[src/rtl/fetch_ctrl.sv]
// fetch_ctrl -- instruction fetch sequencing for the IF stage.
//
// Decides each cycle whether the PC advances sequentially or loads a redirect
// target. It also decides whether a fetched instruction goes to decode, and
// whether the IF/ID register must be flushed. Redirects that arrive while
// instruction memory is not ready are held in a pending register, and are
// applied on the next ready cycle.
//
// Optional feature: define FETCH_CTRL_PERF_EN to add the performance counters
// (stall_cycles, wait_cycles, redirect_count). With the macro undefined, those
// ports and counters do not exist.
//
// Ports:
//   clk             in   clock, all state updates on posedge
//   rst             in   synchronous, active-high reset
//   stall           in   hazard unit requests fetch hold
//   redirect        in   execute stage reports taken branch / jump
//   redirect_target in   redirect destination (PC_WIDTH)
//   imem_rdy        in   instruction memory returns data this cycle
//   imem_req        out  fetch request to instruction memory
//   pc_en           out  program counter update enable
//   pc_src          out  PC mux select, 1 = pc_branch
//   pc_branch       out  PC load value when pc_src = 1 (PC_WIDTH)
//   if_valid        out  fetched instruction handed to decode this cycle
//   flush           out  kill wrong-path instruction in IF/ID
//   dbg_state       out  current FSM state (BOOT=0, FETCH=1, WAIT=2)
//   stall_cycles    out  [FETCH_CTRL_PERF_EN] held cycles caused by stall
//   wait_cycles     out  [FETCH_CTRL_PERF_EN] cycles spent in WAIT
//   redirect_count  out  [FETCH_CTRL_PERF_EN] redirects applied to the PC
//
// Handshake: imem_req is a request level and imem_rdy is the memory's
// completion strobe. A cycle with imem_req=1 and imem_rdy=1 delivers one
// instruction. That cycle is consumed as exactly one of three things: a
// sequential advance, a redirect (flush), or a stall hold.
module fetch_ctrl #(
  parameter int PC_WIDTH  = 32,
  parameter int CNT_WIDTH = 32
) (
  input  logic                 clk,
  input  logic                 rst,
  input  logic                 stall,
  input  logic                 redirect,
  input  logic [PC_WIDTH-1:0]  redirect_target,
  input  logic                 imem_rdy,
  output logic                 imem_req,
  output logic                 pc_en,
  output logic                 pc_src,
  output logic [PC_WIDTH-1:0]  pc_branch,
  output logic                 if_valid,
  output logic                 flush,
  output logic [1:0]           dbg_state
`ifdef FETCH_CTRL_PERF_EN
  ,
  output logic [CNT_WIDTH-1:0] stall_cycles,
  output logic [CNT_WIDTH-1:0] wait_cycles,
  output logic [CNT_WIDTH-1:0] redirect_count
`endif
);

  localparam logic [1:0] ST_BOOT  = 2'd0;
  localparam logic [1:0] ST_FETCH = 2'd1;
  localparam logic [1:0] ST_WAIT  = 2'd2;

  logic [1:0]          state_q, state_d;
  logic                pend_q, pend_d;
  logic [PC_WIDTH-1:0] pend_tgt_q, pend_tgt_d;

  logic active;      // FETCH or WAIT, and not held in reset
  logic redir_any;   // a redirect is arriving now or already pending
  logic apply_redir; // a redirect is loaded into the PC this cycle

  assign active      = !rst && (state_q == ST_FETCH || state_q == ST_WAIT);
  assign redir_any   = redirect || pend_q;
  assign apply_redir = active && imem_rdy && redir_any;

  // A redirect overrides stall. The wrong-path instruction is flushed, so the
  // hazard that caused the stall no longer matters.
  always_comb begin
    imem_req  = active && !(stall && !redir_any);
    pc_en     = active && imem_rdy && (apply_redir || !stall);
    pc_src    = apply_redir;
    if_valid  = active && imem_rdy && !stall && !apply_redir;
    flush     = apply_redir;
    dbg_state = state_q;
    if (rst) begin
      pc_branch = '0;
    end else if (redirect) begin
      pc_branch = redirect_target;
    end else begin
      pc_branch = pend_tgt_q;
    end
  end

  always_comb begin
    state_d = state_q;
    case (state_q)
      ST_BOOT:  state_d = ST_FETCH;
      ST_FETCH: if (!imem_rdy) state_d = ST_WAIT;
      ST_WAIT:  if (imem_rdy)  state_d = ST_FETCH;
      default:  state_d = ST_BOOT;
    endcase
  end

  // Pending redirect. A new redirect always overwrites the stored target, so
  // the last target wins. Applying a redirect retires whatever was pending.
  always_comb begin
    pend_d     = pend_q;
    pend_tgt_d = pend_tgt_q;
    if (redirect && !apply_redir) begin
      pend_d     = 1'b1;
      pend_tgt_d = redirect_target;
    end else if (apply_redir) begin
      pend_d     = 1'b0;
    end
  end

  always_ff @(posedge clk) begin
    if (rst) begin
      state_q    <= ST_BOOT;
      pend_q     <= 1'b0;
      pend_tgt_q <= '0;
    end else begin
      state_q    <= state_d;
      pend_q     <= pend_d;
      pend_tgt_q <= pend_tgt_d;
    end
  end

`ifdef FETCH_CTRL_PERF_EN
  logic [CNT_WIDTH-1:0] stall_cnt_q, wait_cnt_q, redir_cnt_q;
  logic                 stall_hold;

  // A cycle counts as a stall hold only when stall is the reason the PC is
  // frozen. A redirect in the same cycle takes priority and is not counted.
  assign stall_hold = active && stall && !redirect && !apply_redir;

  always_ff @(posedge clk) begin
    if (rst) begin
      stall_cnt_q <= '0;
      wait_cnt_q  <= '0;
      redir_cnt_q <= '0;
    end else begin
      if (stall_hold)          stall_cnt_q <= stall_cnt_q + CNT_WIDTH'(1);
      if (state_q == ST_WAIT)  wait_cnt_q  <= wait_cnt_q + CNT_WIDTH'(1);
      if (apply_redir)         redir_cnt_q <= redir_cnt_q + CNT_WIDTH'(1);
    end
  end

  assign stall_cycles   = stall_cnt_q;
  assign wait_cycles    = wait_cnt_q;
  assign redirect_count = redir_cnt_q;
`endif

endmodule
[config.mk]
export PLATFORM = sky130hd
export DESIGN_NAME = fetch_ctrl
export DESIGN_NICKNAME = d
export VERILOG_FILES = /design/src/rtl/fetch_ctrl.sv
export SDC_FILE = /design/constraint.sdc
export NUM_CORES = 1
export LEC_CHECK = 0
export BUFFER_PORTS_ARGS = -buffer_cell sky130_fd_sc_hd__buf_2
export CORE_UTILIZATION = 40
export DETAILED_ROUTE_END_ITERATION = 7
export PLACE_DENSITY_LB_ADDON = 0.3
export SYNTH_ARGS = -nofsm -noshare
export SYNTH_HDL_FRONTEND = slang
export SYNTH_SLANG_ARGS = --single-unit
[constraint.sdc]
create_clock -name clk -period 4.4 [get_ports clk]
set_clock_uncertainty 0.15 [all_clocks]
set_input_delay 0.22 -clock clk [delete_from_list [all_inputs] [get_ports clk]]
set_output_delay 0.22 -clock clk [all_outputs]
set_load 0.005 [all_outputs]
==> flow_metrics.py <==
metrics = {
    "logic_synthesis": {
        "synth-async-reset-ratio": 0,
        "dominantRegCellSynth": "sky130_fd_sc_hd__dfxtp_1",
        "syn-mean-instance-area_um2": 9.12,
        "synth_top_area_cell": "sky130_fd_sc_hd__dfxtp_1",
        "post_synth_cell_types": 16,
        "synthesis.instances": 235,
        "seq_area_frac_synth": 0.327,
        "synthMostInstantiatedCell": "sky130_fd_sc_hd__nand2b_1",
        "proportion_of_netlist_area_held_by_the_largest_area_contributor": 0.327,
        "synth.top_cells.by_area": "sky130_fd_sc_hd__dfxtp_1 (33%), sky130_fd_sc_hd__mux2i_1 (30%), sky130_fd_sc_hd__nand2b_1 (20%), sky130_fd_sc_hd__nor2_1 (6.0%), sky130_fd_sc_hd__ha_1 (2.3%)",
        "synth_common_cells": "sky130_fd_sc_hd__nand2b_1 (67), sky130_fd_sc_hd__mux2i_1 (65), sky130_fd_sc_hd__dfxtp_1 (35)",
        "yosys_warnings": 0,
        "post_syn_nets": 276,
        "synth_edf_count": 0,
        "synth-seq-cells": 35,
        "netlist_area_um2": 2140,
    },
    "clocking": {
        "clock_sinks": 35,
        "numCtsBuffers": 5,
        "clk_pin_slew_worst_paths_ns": 0.08,
        "cts_setup_buffers": 0,
        "ctsResizeCount": 0,
        "ctsRootBufferMaster": "sky130_fd_sc_hd__clkbuf_8",
        "number_of_buffers_on_the_longest_clock_path": 2,
        "tritoncts": "done",
        "postCtsHoldBufs": 0,
        "cts-htree-levels": 2,
        "insertion_delay_ns": 0.28,
    },
    "sta": {
        "grt_setup_unrepaired": "false",
        "setup_total_negative_slack_ns": 0,
        "finalHoldViolations": 0,
        "finalSetupViolations": 0,
        "peak_clock_frequency_supported_by_timing_mhz": 498,
        "finalMaxSlewViolations": 0,
        "post_route_worst_hold_slack_ns": 0.0495,
        "slew-limit-headroom": 0.343,
        "period_needed_ns": 2.01,
        "finalWorstSetupSlack_ns": 2.39,
        "timing_worst_slew_pin_value_ns": 0.985,
        "layout_worst_path_cycle_share": 0.456,
    },
    "layout": {
        "drive_above_1_share": 0.289,
        "synthToLayoutAreaGrowth_pct": 22.4,
        "fin_cells": 371,
        "num_antenna_cells": 0,
        "num-nets-final": 341,
    },
    "critical_path": {
        "crit_type": "primary input to primary output",
        "worst-endpoint-arrival_ns": 1.64,
        "reg2regPathDepth": 5,
        "r2r_slack_ns": 2.46,
        "critical-path-top-delay-family": "buffers and inverters",
        "timing.critical_path.fanout_max": 55,
        "wp_buf_inv": 3,
        "worstSetupStartpointType": "primary input",
        "worst_setup_path_endpoint": "if_valid",
        "timing.critical_path.to_type": "primary output",
        "worst_path_largest_cell_delay_ns": 0.49,
        "worst_ep_required_time_ns": 4.03,
        "worstReg2RegStart": "dbg_state[0]",
        "crit_path_cell_trace": "buf_2 -> buf_4 -> nand3b_1 -> nor4_1 -> buf_2",
        "stages_on_worst_setup_path": 5,
        "critical-path-top-cell-by-count": "sky130_fd_sc_hd__buf_2",
        "rr_endpoint": "pend_tgt_q[31]",
        "max_stage_delay_cell_worst_path": "sky130_fd_sc_hd__buf_2",
        "crit_path_start": "rst",
    },
    "detailed_routing": {
        "drc_violation_total_after_the_first_tritonroute_iteration": 73,
        "drt_pass1_iterations": 4,
        "drt_wl_total_mm": 3.94,
        "drt-vias-per-instance": 4.58,
        "drc_errors": 0,
        "route.detailed.wl_per_inst_um": 10.6,
        "num_vias": 1701,
        "ant_nets": 0,
    },
    "placement": {
        "place_inst": 363,
        "place_ws_ns": 2.13,
        "dp_hpwl_mm": 2.75,
        "io_buffer_count": 75,
        "gpl.final_weighted_congestion": 0.696,
    },
    "global_routing": {
        "grt_pass1_vias": 1385,
        "grt.met2_usage": 0.214,
        "grt_start_max_net_pins": 56,
        "antenna_found_initial": 0,
        "global_route.usage.met3": 0.0415,
        "grt.busiest_layer": "met2",
        "grt.met1_usage": 0.183,
        "global_route.overflow_total": 0,
        "globalRouteTotalUtil": 0.138,
        "grt_pass1_wl_mm": 5.99,
    },
    "die": {
        "die_x_um": 75.2,
        "std_cell_core_area_um2": 5140,
        "io-pin-count": 76,
        "initial_core_util": 0.417,
        "core.rowCount": 26,
        "design.die.area_um2": 5660,
        "fp.dieH_um": 75.2,
    },
    "min_path": {
        "hold_path_class": "primary input to register",
        "hold_depth": 3,
    },
    "status": {
        "run_status": "finished, final reports clean",
    },
    "power": {
        "power_leakage_nw": 1.30,
        "power.density_cell_area_nw_per_um2": 355,
        "max-vdd-ir-drop_mv": 0.165,
    },
    "flow_run": {
        "drv.max_cap_violation_count": 0,
    },
}
==> flip-flops by register name, summed over array words and instances (netlist names) <==
signal      cells
dbg_state       2
pend_q          1
pend_tgt_q     32
==> placed cells by master (no fill, tap or decap) <==
cell / synthesis / final
sky130_fd_sc_hd__buf_2: 8 / 75
sky130_fd_sc_hd__nand2b_1: 67 / 67
sky130_fd_sc_hd__mux2i_1: 65 / 65
sky130_fd_sc_hd__dfxtp_1: 35 / 35
sky130_fd_sc_hd__nor2_1: 34 / 34
sky130_fd_sc_hd__clkbuf_8: 0 / 5
sky130_fd_sc_hd__ha_1: 4 / 4
sky130_fd_sc_hd__a211oi_1: 3 / 3
sky130_fd_sc_hd__inv_1: 2 / 2
sky130_fd_sc_hd__a21oi_1: 2 / 2
sky130_fd_sc_hd__buf_4: 2 / 2
sky130_fd_sc_hd__nand3b_1: 1 / 1
sky130_fd_sc_hd__nor4_1: 1 / 1
sky130_fd_sc_hd__a21boi_4: 1 / 1
sky130_fd_sc_hd__mux2_2: 1 / 1
sky130_fd_sc_hd__bufinv_16: 0 / 1
sky130_fd_sc_hd__clkinv_2: 0 / 1
sky130_fd_sc_hd__clkinv_4: 0 / 1
==> layer usage <==
layer  vias to the layer above  part of all wire
met3                         5             0.059
met1                       749              0.51
met5                         -                 0
met4                         0             0.013
li1                        896                 -
met2                        51              0.42
==> tightest hold or removal path, cell delays in order <==
cell                       delay, ns
sky130_fd_sc_hd__buf_2          0.10
sky130_fd_sc_hd__nand2b_1       0.06
sky130_fd_sc_hd__mux2i_1        0.06
==> metrics by stage <==
stage	total power, mW	cell area [µm²]	util
5_1_grt	0.992	2620	0.510
2_1_floorplan	0.587	2140	-
6_report	0.932	2620	0.510
3_5_place_dp	0.656	2510	0.488
4_1_cts	0.946	2620	0.510
3_3_place_gp	0.650	2510	0.488
==> cell families after synthesis <==
family / share of synthesized area
mux: 0.309
flops: 0.327
buf+inv: 0.0555
compound gates: 0.0239
simple gates: 0.262
fa+ha+maj: 0.0234
==> power breakdown <==
part / switching [mW] / total (mW) / internal (mW)
clock network: 0.117 / 0.286 / 0.169
logic: 0.128 / 0.259 / 0.131
registers: 0.0258 / 0.387 / 0.361
==> area by class of cell <==
cell class	instances	area, µm²
Sequential cell	35	701
Multi-Input combinational cell	179	1320
Inverter	2	7.51
Clock buffer	5	68.8
Timing Repair Buffer	77	390
Clock inverter	3	43.8
Fill cell	511	2520
Tap cell	70	87.6
==> how the worst min path moves through the flow <==
| stage | slack (ns) | from | end |
|---|---|---|---|
| 3_3_place_gp | 0.31 | pend_tgt_q[23] | pend_tgt_q[23] |
| 5_1_grt | 0.04 | redirect_target[30] | pend_tgt_q[30] |
| 6_report | 0.05 | redirect_target[7] | pend_tgt_q[7] |
| 4_1_cts | 0.04 | redirect_target[1] | pend_tgt_q[1] |
| 2_1_floorplan | 0.17 | imem_rdy | pend_q |
| 3_5_place_dp | 0.31 | pend_tgt_q[7] | pend_tgt_q[7] |
Power figures use the tool's default switching activity.
